[config.mk]
export PLATFORM = sky130hd
export DESIGN_NAME = morse_encoder
export DESIGN_NICKNAME = d
export VERILOG_FILES = /design/src/rtl/morse_encoder_pkg.sv /design/src/rtl/morse_rom.sv /design/src/rtl/morse_encoder.sv
export SDC_FILE = /design/constraint.sdc
export NUM_CORES = 1
export LEC_CHECK = 0
export CORE_MARGIN = 1.5
export CORE_UTILIZATION = 60
export CTS_BUF_LIST = sky130_fd_sc_hd__clkbuf_8
export DETAILED_ROUTE_END_ITERATION = 6
export PLACE_DENSITY = 0.86
export SLEW_MARGIN = 20
export SYNTH_ARGS = -nofsm -noshare
export SYNTH_HDL_FRONTEND = slang
export SYNTH_SLANG_ARGS = --single-unit
[constraint.sdc]
create_clock -name Clk -period 2.5 [get_ports Clk]
set_input_delay 0.5 -clock Clk [delete_from_list [all_inputs] [get_ports Clk]]
set_output_delay 0.5 -clock Clk [all_outputs]
set_load 0.01 [all_outputs]
[src/rtl/morse_encoder_pkg.sv]
// rtl/morse_encoder_pkg.sv - shared letter codes, timing units and lookup types for the Morse encoder
package morse_encoder_pkg;

    typedef enum logic [4:0] {
        LTR_INIT = 5'd0,
        LTR_A = 5'd1,  LTR_B = 5'd2,  LTR_C = 5'd3,  LTR_D = 5'd4,  LTR_E = 5'd5,
        LTR_F = 5'd6,  LTR_G = 5'd7,  LTR_H = 5'd8,  LTR_I = 5'd9,  LTR_J = 5'd10,
        LTR_K = 5'd11, LTR_L = 5'd12, LTR_M = 5'd13, LTR_N = 5'd14, LTR_O = 5'd15,
        LTR_P = 5'd16, LTR_Q = 5'd17, LTR_R = 5'd18, LTR_S = 5'd19, LTR_T = 5'd20,
        LTR_U = 5'd21, LTR_V = 5'd22, LTR_W = 5'd23, LTR_X = 5'd24, LTR_Y = 5'd25,
        LTR_Z = 5'd26,
        LTR_DONE = 5'd31
    } letter_e;

    localparam int DOT_UNITS      = 1;
    localparam int DASH_UNITS     = 3;
    localparam int ELEM_GAP_UNITS = 1;
    localparam int CHAR_GAP_UNITS = 3;
    localparam int MAX_LEN        = 4;

    // pattern is left-aligned: first element in bit 3, 1 = dash
    typedef struct packed {
        logic       valid;
        logic [2:0] len;
        logic [3:0] pattern;
    } morse_code_t;

    typedef enum logic [1:0] {
        ST_IDLE,
        ST_MARK,
        ST_SPACE,
        ST_GAP
    } state_e;

endpackage

[src/rtl/morse_rom.sv]
// rtl/morse_rom.sv - combinational letter code to dot/dash pattern lookup
module morse_rom
    import morse_encoder_pkg::*;
(
    input  logic [4:0]  letter,
    output morse_code_t code
);

    always_comb begin
        code = '0;
        case (letter_e'(letter))
            LTR_A: code = {1'b1, 3'd2, 4'b0100};
            LTR_B: code = {1'b1, 3'd4, 4'b1000};
            LTR_C: code = {1'b1, 3'd4, 4'b1010};
            LTR_D: code = {1'b1, 3'd3, 4'b1000};
            LTR_E: code = {1'b1, 3'd1, 4'b0000};
            LTR_F: code = {1'b1, 3'd4, 4'b0010};
            LTR_G: code = {1'b1, 3'd3, 4'b1100};
            LTR_H: code = {1'b1, 3'd4, 4'b0000};
            LTR_I: code = {1'b1, 3'd2, 4'b0000};
            LTR_J: code = {1'b1, 3'd4, 4'b0111};
            LTR_K: code = {1'b1, 3'd3, 4'b1010};
            LTR_L: code = {1'b1, 3'd4, 4'b0100};
            LTR_M: code = {1'b1, 3'd2, 4'b1100};
            LTR_N: code = {1'b1, 3'd2, 4'b1000};
            LTR_O: code = {1'b1, 3'd3, 4'b1110};
            LTR_P: code = {1'b1, 3'd4, 4'b0110};
            LTR_Q: code = {1'b1, 3'd4, 4'b1101};
            LTR_R: code = {1'b1, 3'd3, 4'b0100};
            LTR_S: code = {1'b1, 3'd3, 4'b0000};
            LTR_T: code = {1'b1, 3'd1, 4'b1000};
            LTR_U: code = {1'b1, 3'd3, 4'b0010};
            LTR_V: code = {1'b1, 3'd4, 4'b0001};
            LTR_W: code = {1'b1, 3'd3, 4'b0110};
            LTR_X: code = {1'b1, 3'd4, 4'b1001};
            LTR_Y: code = {1'b1, 3'd4, 4'b1011};
            LTR_Z: code = {1'b1, 3'd4, 4'b1100};
            default: code = '0;
        endcase
    end

endmodule

[src/rtl/morse_encoder.sv]
// rtl/morse_encoder.sv - keys out one Morse letter with timed marks/gaps and loopback symbol pulses
module morse_encoder
    import morse_encoder_pkg::*;
#(
    parameter int UNIT_CYCLES = 4,
    parameter int CNT_W       = 16
) (
    input  logic       Clk,
    input  logic       RESET,
    input  logic [4:0] LETTER,
    input  logic       START,
    output logic       READY,
    output logic       KEY,
    output logic       SYM_SHORT,
    output logic       SYM_LONG,
    output logic       SYM_END,
    output logic       DONE,
    output logic       ERR
);

    // counters hold cycles remaining minus one, so a phase ends when the count reaches zero
    localparam logic [CNT_W-1:0] DOT_LAST      = CNT_W'(DOT_UNITS * UNIT_CYCLES - 1);
    localparam logic [CNT_W-1:0] DASH_LAST     = CNT_W'(DASH_UNITS * UNIT_CYCLES - 1);
    localparam logic [CNT_W-1:0] ELEM_GAP_LAST = CNT_W'(ELEM_GAP_UNITS * UNIT_CYCLES - 1);
    localparam logic [CNT_W-1:0] CHAR_GAP_LAST = CNT_W'(CHAR_GAP_UNITS * UNIT_CYCLES - 1);

    morse_code_t rom_code;

    state_e           state_q, state_d;
    logic [CNT_W-1:0] cnt_q, cnt_d;
    logic [3:0]       pat_q, pat_d;
    logic [2:0]       rem_q, rem_d;
    logic             key_q, key_d;
    logic             ready_q, ready_d;
    logic             sym_short_q, sym_short_d;
    logic             sym_long_q, sym_long_d;
    logic             sym_end_q, sym_end_d;
    logic             done_q, done_d;
    logic             err_q, err_d;

    morse_rom u_rom (
        .letter (LETTER),
        .code   (rom_code)
    );

    always_comb begin
        state_d     = state_q;
        cnt_d       = cnt_q;
        pat_d       = pat_q;
        rem_d       = rem_q;
        key_d       = key_q;
        ready_d     = ready_q;
        sym_short_d = 1'b0;
        sym_long_d  = 1'b0;
        sym_end_d   = 1'b0;
        done_d      = 1'b0;
        err_d       = 1'b0;

        case (state_q)
            ST_IDLE: begin
                ready_d = 1'b1;
                key_d   = 1'b0;
                if (START) begin
                    if (rom_code.valid) begin
                        state_d = ST_MARK;
                        pat_d   = rom_code.pattern;
                        rem_d   = rom_code.len;
                        cnt_d   = rom_code.pattern[3] ? DASH_LAST : DOT_LAST;
                        key_d   = 1'b1;
                        ready_d = 1'b0;
                    end else begin
                        err_d = 1'b1;
                    end
                end
            end
            ST_MARK: begin
                if (cnt_q == '0) begin
                    key_d       = 1'b0;
                    sym_long_d  = pat_q[3];
                    sym_short_d = ~pat_q[3];
                    pat_d       = {pat_q[2:0], 1'b0};
                    rem_d       = rem_q - 3'd1;
                    if (rem_q > 3'd1) begin
                        state_d = ST_SPACE;
                        cnt_d   = ELEM_GAP_LAST;
                    end else begin
                        state_d = ST_GAP;
                        cnt_d   = CHAR_GAP_LAST;
                    end
                end else begin
                    cnt_d = cnt_q - CNT_W'(1);
                end
            end
            ST_SPACE: begin
                if (cnt_q == '0) begin
                    state_d = ST_MARK;
                    key_d   = 1'b1;
                    cnt_d   = pat_q[3] ? DASH_LAST : DOT_LAST;
                end else begin
                    cnt_d = cnt_q - CNT_W'(1);
                end
            end
            ST_GAP: begin
                if (cnt_q == '0) begin
                    state_d   = ST_IDLE;
                    ready_d   = 1'b1;
                    sym_end_d = 1'b1;
                    done_d    = 1'b1;
                end else begin
                    cnt_d = cnt_q - CNT_W'(1);
                end
            end
            default: state_d = ST_IDLE;
        endcase
    end

    always_ff @(posedge Clk) begin
        if (RESET) begin
            state_q     <= ST_IDLE;
            cnt_q       <= '0;
            pat_q       <= '0;
            rem_q       <= '0;
            key_q       <= 1'b0;
            ready_q     <= 1'b1;
            sym_short_q <= 1'b0;
            sym_long_q  <= 1'b0;
            sym_end_q   <= 1'b0;
            done_q      <= 1'b0;
            err_q       <= 1'b0;
        end else begin
            state_q     <= state_d;
            cnt_q       <= cnt_d;
            pat_q       <= pat_d;
            rem_q       <= rem_d;
            key_q       <= key_d;
            ready_q     <= ready_d;
            sym_short_q <= sym_short_d;
            sym_long_q  <= sym_long_d;
            sym_end_q   <= sym_end_d;
            done_q      <= done_d;
            err_q       <= err_d;
        end
    end

    assign READY     = ready_q;
    assign KEY       = key_q;
    assign SYM_SHORT = sym_short_q;
    assign SYM_LONG  = sym_long_q;
    assign SYM_END   = sym_end_q;
    assign DONE      = done_q;
    assign ERR       = err_q;

endmodule
==> impl_metrics.py, run 1 <==
metrics = {
    "final_layout": {
        "layout.nets": 318,
        "areaGrowthSynthToFinish_pct": 21.2,
        "fin_cells": 337,
        "antennaDiodeCount": 0,
        "layout-drive-gt1-share_pct": 17.9,
    },
    "pwr": {
        "vdd_ir_drop_max_uv": 807,
        "p_leak_nw": 1.03,
        "powerDensity_mw_per_mm2": 1310,
        "power_mw": 3.34,
    },
    "placement": {
        "hpwl_microns": 3530,
        "place_congestion": 0.907,
        "dp_slack_ns": -0.379,
        "portBuffers": 14,
        "dp_cells": 325,
    },
    "sta": {
        "rsz0062_at_grt": "no",
        "tightest_slew_ns": 0.522,
        "setup_viol": 0,
        "slew_viol_final": 0,
        "skew_ns": 0.00988,
        "slew_headroom_pct": 64.9,
        "period_minus_slack_ns": 2.34,
        "final_hold_viol_count": 0,
        "max_freq_ghz": 0.428,
        "fin_crit_sh_pct": 93.4,
        "finalWorstSetupSlack_ns": 0.164,
    },
    "setup_path": {
        "timing.rr.start": "cnt_q[0]",
        "crit_fanout": 8,
        "cp_data_required_time_ns": 2.68,
        "critPathMaxStageDelay_ns": 0.50,
        "critical_path.startpoint_type": "input pin",
        "path_cells": "clkdlybuf4s50_1, clkinv_1, ha_1, and3b_1, o31a_1, a21oi_2, buf_4, and3_1, xnor2_1, nor2_1",
        "cp-startpoint": "LETTER[2]",
        "r2r_cells": 9,
        "cp.arrival_ns": 2.51,
        "cp-end-kind": "register",
        "path_class": "in -> reg",
        "rrSetupSlack_ns": 0.24,
        "r2r-end": "cnt_q[12]",
        "critPathSlowestCell": "clkdlybuf4s50_1",
    },
    "global_routing": {
        "grt_pass1_wl_microns": 8310,
        "grt_remaining_overflow": 0,
        "first_global_vias": 1872,
        "antenna_found_initial": 0,
        "grt_usage_pct": 26.2,
        "grt_max_degree": 19,
    },
    "yosys": {
        "yosys_warnings": 0,
        "synthesis.nets": 284,
        "synthFlopType": "dfxtp_1",
        "ys_ff_latch": 31,
        "synth.most_common_cell": "nor2_1",
        "avgSynthCellArea_sq_um": 8.22,
        "yosysTopAreaCell": "dfxtp_1",
        "yosysSeqAreaShare_pct": 29.5,
        "netlist_area_sq_mm": 0.00210,
        "async_flop_share_pct": 0,
        "synth_top_area_share_pct": 29.5,
        "synth_edf_count": 0,
        "synthTopCellsByCount": "nor2_1 (34), dfxtp_1 (31), a21oi_1 (21)",
        "yosys-top-cells-area": "dfxtp_1 (29%), ha_1 (12%), nor2_1 (6.1%)",
        "syn_inst": 256,
        "ys_types": 57,
    },
    "floorplanning": {
        "rows": 21,
        "pin_count": 15,
        "die_area_sq_mm": 0.00387,
        "core-area_sq_mm": 0.00336,
        "die_w_microns": 62.2,
        "fp.dieH_microns": 62.2,
        "start_util_pct": 62.6,
    },
    "drt": {
        "dr_total_vias": 1956,
        "drtPass1Iterations": 4,
        "viasPerCell": 5.80,
        "drt_iter0_drc": 146,
        "drc_errors": 0,
        "wl_microns": 4750,
        "route.detailed.wl_per_inst_microns": 14.1,
        "antenna_left": 0,
    },
    "flow_run": {
        "max_cap_violations": 0,
    },
    "clock_network": {
        "cts.clk_slew.worst_paths_ns": 0.07,
        "cts_tree": "built",
        "clk_latency_ns": 0.28,
        "h-tree-depth": 2,
        "cts.sinks": 31,
        "clockBufferDepth": 2,
        "ctsHoldBuffers": 0,
        "cts_buffers": 5,
        "root_buffer": "clkbuf_8",
    },
    "min_path": {
        "hp-class": "reg -> reg",
        "whs_path_depth": 2,
        "min_to": "pat_q[1]",
        "min-delay-start": "pat_q[1]",
    },
    "status": {
        "outcome": "finished clean",
    },
}
==> registers in the layout, indices dropped and copies added, names as in the netlist <==
signal,count
SYM_SHORT,1
SYM_LONG,1
KEY,1
READY,1
state_q,2
pat_q,4
ERR,1
cnt_q,16
DONE,1
rem_q,3
==> critical path: cells and delay by family <==
| family | cells | cell delay (ns) |
|---|---|---|
| xor+xnor | 1 | 0.18 |
| buf+inv | 3 | 0.77 |
| fa+ha+maj | 1 | 0.21 |
| compound gates | 2 | 0.36 |
| simple gates | 3 | 0.49 |
==> logic make-up after synthesis <==
group                    Yosys count  share of synthesized area, %
multiplexers                       4                          3.69
flip-flops                        31                          29.5
XOR/XNOR                          13                          5.41
AND/OR/NAND/NOR                  102                          25.7
AO/OA/AOI/OAI                     58                          18.4
adder cells (fa/ha/maj)           20                          11.9
buffers and inverters             28                          5.41
==> metrics by stage <==
step / utilization (%) / instance area, sq um / TNS, ns / hold slack, ns
final: 75.9 / 2550 / 0 / 0.453
after global routing: 75.9 / 2550 / 0 / 0.478
after CTS: 75.6 / 2540 / 0 / 0.455
after detailed placement: 71.9 / 2420 / -5.42 / 0.447
after global placement: 71.9 / 2420 / -3.37 / 0.440
after floorplan: - / 2100 / 0 / 0.427
==> cells in the final DEF, fill, tap and decap left out, drive strengths merged, types with 3 or more instances in the layout <==
master and n:
a211oi 7, nand4 5, nor4 3, inv 16
xor2 8, nor2 35, buf 25, mux4 3
nand3 5, or3 3, xnor2 5, dfxtp 31
or2 3, clkdlybuf4s50 12, nand2 18, ha 20
a21oi 22, nor2b 4, nor3 9, o21ai 11
o211ai 4, clkbuf 5, nor3b 6
==> power by group <==
| group | switching [mW] | internal (mW) |
|---|---|---|
| registers | 0.184 | 0.673 |
| logic | 1.17 | 0.927 |
| clock network | 0.190 | 0.190 |
==> per-layer routing <==
layer  share of wire (%)  global-route usage, %  vias up
li1                    -                      -      975
met1                  46                   33.4      921
met2                  48                   45.7       50
met3                 3.7                   4.35       10
met4                 2.0                   7.50        0
met5                   0                      0        -
==> worst max path at each step <==
| stage | end | slack (ns) | depth (start not counted) |
|---|---|---|---|
| 2_1_floorplan | rem_q[0] | 0.17 | 10 |
| 3_3_place_gp | cnt_q[7] | -0.23 | 10 |
| 3_5_place_dp | cnt_q[7] | -0.38 | 10 |
| 4_1_cts | cnt_q[12] | 0.14 | 10 |
| 5_1_grt | cnt_q[12] | 0.008 | 10 |
| 6_report | cnt_q[12] | 0.16 | 10 |
==> repair_timing <==
item	CTS	global route
endpoints found under the setup margin	1	3
gates resized for setup	6	0
buffers inserted	3	1
pin swaps	3	1
==> layout make-up <==
type,instances,area (sq um)
Clock inverter,3,16.3
Multi-Input combinational cell,197,1390
Timing Repair Buffer,39,342
Tap cell,46,57.6
Fill cell,247,812
Clock buffer,5,68.8
Inverter,16,60.1
Sequential cell,31,621
Note: power is estimated with default switching activity, not from simulation.
==> run 2, diff against run 1 <==
--- a/config.mk
+++ b/config.mk
@@ -6,10 +6,11 @@
 export NUM_CORES = 1
 export LEC_CHECK = 0
 export CORE_MARGIN = 1.5
-export CORE_UTILIZATION = 60
+export CORE_UTILIZATION = 26
 export CTS_BUF_LIST = sky130_fd_sc_hd__clkbuf_8
 export DETAILED_ROUTE_END_ITERATION = 6
-export PLACE_DENSITY = 0.86
+export PLACE_DENSITY = 0.47
+export SKIP_CTS_REPAIR_TIMING = 1
 export SLEW_MARGIN = 20
 export SYNTH_ARGS = -nofsm -noshare
 export SYNTH_HDL_FRONTEND = slang
==> impl_metrics.py, run 2 (synthesis gave the netlist of run 1 again) <==
metrics = {
    "setup_path": {
        "rrSetupSlack_ns": 0.29,
        "path_common_cell": "buf_4",
        "cp.arrival_ns": 2.47,
        "critical_path.startpoint_type": "input pin",
        "cp_data_required_time_ns": 2.65,
        "cp-end-kind": "register",
        "critPathSlowestCell": "clkdlybuf4s50_1",
        "crit_fanout": 7,
        "path_class": "in -> reg",
        "cp-startpoint": "LETTER[2]",
        "critPathMaxStageDelay_ns": 0.51,
        "r2r-end": "cnt_q[12]",
        "timing.rr.start": "cnt_q[0]",
        "path_cells": "clkdlybuf4s50_1, clkinv_1, ha_1, and3b_1, o31a_1, buf_4, a211oi_2, buf_4, o211ai_1, a21oi_1",
        "crit_family": "buffers and inverters",
        "path_depth": 10,
        "critPathCapture": "pat_q[3]",
        "critPathBufInv": 4,
        "r2r_cells": 9,
    },
    "pwr": {
        "vdd_ir_drop_max_uv": 439,
        "p_leak_nw": 1.08,
        "powerDensity_mw_per_mm2": 1260,
    },
    "sta": {
        "final_hold_viol_count": 0,
        "slew_viol_final": 0,
        "hold-worst-slack_ns": 0.459,
        "slew_headroom_pct": 68.2,
        "tightest_slew_ns": 0.471,
        "setup_viol": 0,
        "skew_ns": 0.00869,
        "rsz0062_at_grt": "no",
        "fin_crit_sh_pct": 92.8,
        "max_freq_ghz": 0.431,
        "period_minus_slack_ns": 2.32,
    },
    "drt": {
        "drtPass1Iterations": 4,
        "antenna_left": 0,
        "drc_errors": 0,
        "drt_iter0_drc": 63,
        "wl_microns": 4950,
        "viasPerCell": 4.70,
        "dr_total_vias": 1864,
        "route.detailed.wl_per_inst_microns": 12.5,
    },
    "final_layout": {
        "multi_input_area_sq_mm": 0.00138,
        "layout_commonest_cell": "nor2_1",
        "fin_cells": 397,
        "top_regs": "cnt_q (16), pat_q (4), rem_q (3)",
        "antennaDiodeCount": 0,
        "fillers": 853,
        "layout.nets": 322,
        "areaGrowthSynthToFinish_pct": 27.3,
        "regArea_sq_um": 621,
        "layout-drive-gt1-share_pct": 19.3,
        "final_cell_mix": "nor2_1 (34), dfxtp_1 (31), buf_4 (28)",
        "largest_reg_flops": 16,
        "top_register": "cnt_q",
    },
    "flow_run": {
        "max_cap_violations": 0,
    },
    "placement": {
        "hpwl_microns": 3710,
        "portBuffers": 14,
        "dp_cells": 389,
        "place_congestion": 0.749,
    },
    "global_routing": {
        "antenna_found_initial": 0,
        "grt_pass1_wl_microns": 8800,
        "grt_remaining_overflow": 0,
        "first_global_vias": 1845,
        "grt_usage_pct": 12.5,
        "grt_max_degree": 17,
    },
    "min_path": {
        "hp-class": "reg -> reg",
    },
    "floorplanning": {
        "die_area_sq_mm": 0.00864,
        "fp.dieH_microns": 93.0,
        "pin_count": 15,
        "rows": 32,
        "core-area_sq_mm": 0.00777,
        "die_w_microns": 93.0,
        "start_util_pct": 27.1,
    },
    "clock_network": {
        "clockBufferDepth": 2,
        "cts.sinks": 31,
        "cts.clk_slew.worst_paths_ns": 0.07,
        "cts_tree": "built",
        "h-tree-depth": 2,
        "root_buffer": "clkbuf_8",
        "cts_buffers": 5,
        "clk_latency_ns": 0.28,
    },
    "status": {
        "outcome": "finished clean",
    },
}
-- run 2: cell types whose count changed in the layout (fill, tap and decap cells not counted), sizes merged --
cell	change
buf	+4
dlygate4sd2	-2
dlymetal6s2s	+2
bufinv	+1
clkbuf	+1
clkinvlp	-1
inv	-1
-- run 2: routing by layer --
layer / share of wire, % / track usage, % / wire length [microns] / vias to the layer above
met5: 0 / 0 / 0 / -
met4: 0.73 / 2.65 / 36 / 0
met3: 3.7 / 2.44 / 182 / 4
met2: 42 / 19.0 / 2090 / 27
met1: 53 / 18.2 / 2640 / 850
li1: - / - / - / 983
-- run 2: how the worst min path moves through the flow --
stage,startpoint,to,cells past startpoint
after floorplan,pat_q[2],pat_q[2],2
after CTS,pat_q[2],pat_q[2],2
final,pat_q[0],pat_q[0],2
after global placement,pat_q[0],pat_q[0],2
after detailed placement,pat_q[2],pat_q[2],2
after global routing,pat_q[1],pat_q[1],2
-- run 2: stage by stage --
step                      TNS (ns)  power [mW]  utilization [%]  setup WS, ns  cell area, sq um
final                            0        3.38             34.5         0.180              2680
after global routing             0        3.72             34.5        0.0182              2680
after CTS                   -0.143        3.40             34.3       -0.0436              2670
after detailed placement     -6.26        2.86             32.8        -0.347              2550
after global placement       -5.24        2.87             32.8        -0.292              2550
after floorplan                  0        2.29                -         0.165              2100
-- run 2: final cells by class --
class | instances | share of cell area, %
clock buffers | 6 | 3.08
inverters | 16 | 2.24
multi-input cells | 197 | 51.4
flip-flops and latches | 31 | 23.2
well taps | 102 | 4.76
clock inverters | 2 | 1.31
repair buffers | 43 | 14.0
-- run 2: power by group --
group	internal (mW)	total, mW	switching, mW
Combinational	0.894	2.01	1.12
Clock	0.322	0.518	0.196
Sequential	0.673	0.849	0.176
Total	1.89	3.38	1.49
-- run 2: worst min-delay path, delay by kind of cell, from the launching register on --
family | cells | cell delay [ns]
compound gates | 1 | 0.05
flops | 1 | 0.31
simple gates | 1 | 0.05
==> run 3, diff against run 2 <==
--- a/config.mk
+++ b/config.mk
@@ -5,6 +5,7 @@
 export SDC_FILE = /design/constraint.sdc
 export NUM_CORES = 1
 export LEC_CHECK = 0
+export ABC_CLOCK_PERIOD_IN_PS = 2500
 export CORE_MARGIN = 1.5
 export CORE_UTILIZATION = 26
 export CTS_BUF_LIST = sky130_fd_sc_hd__clkbuf_8
==> results of run 3 <==
The final DEF is identical to that of run 2; final timing and power are the same.
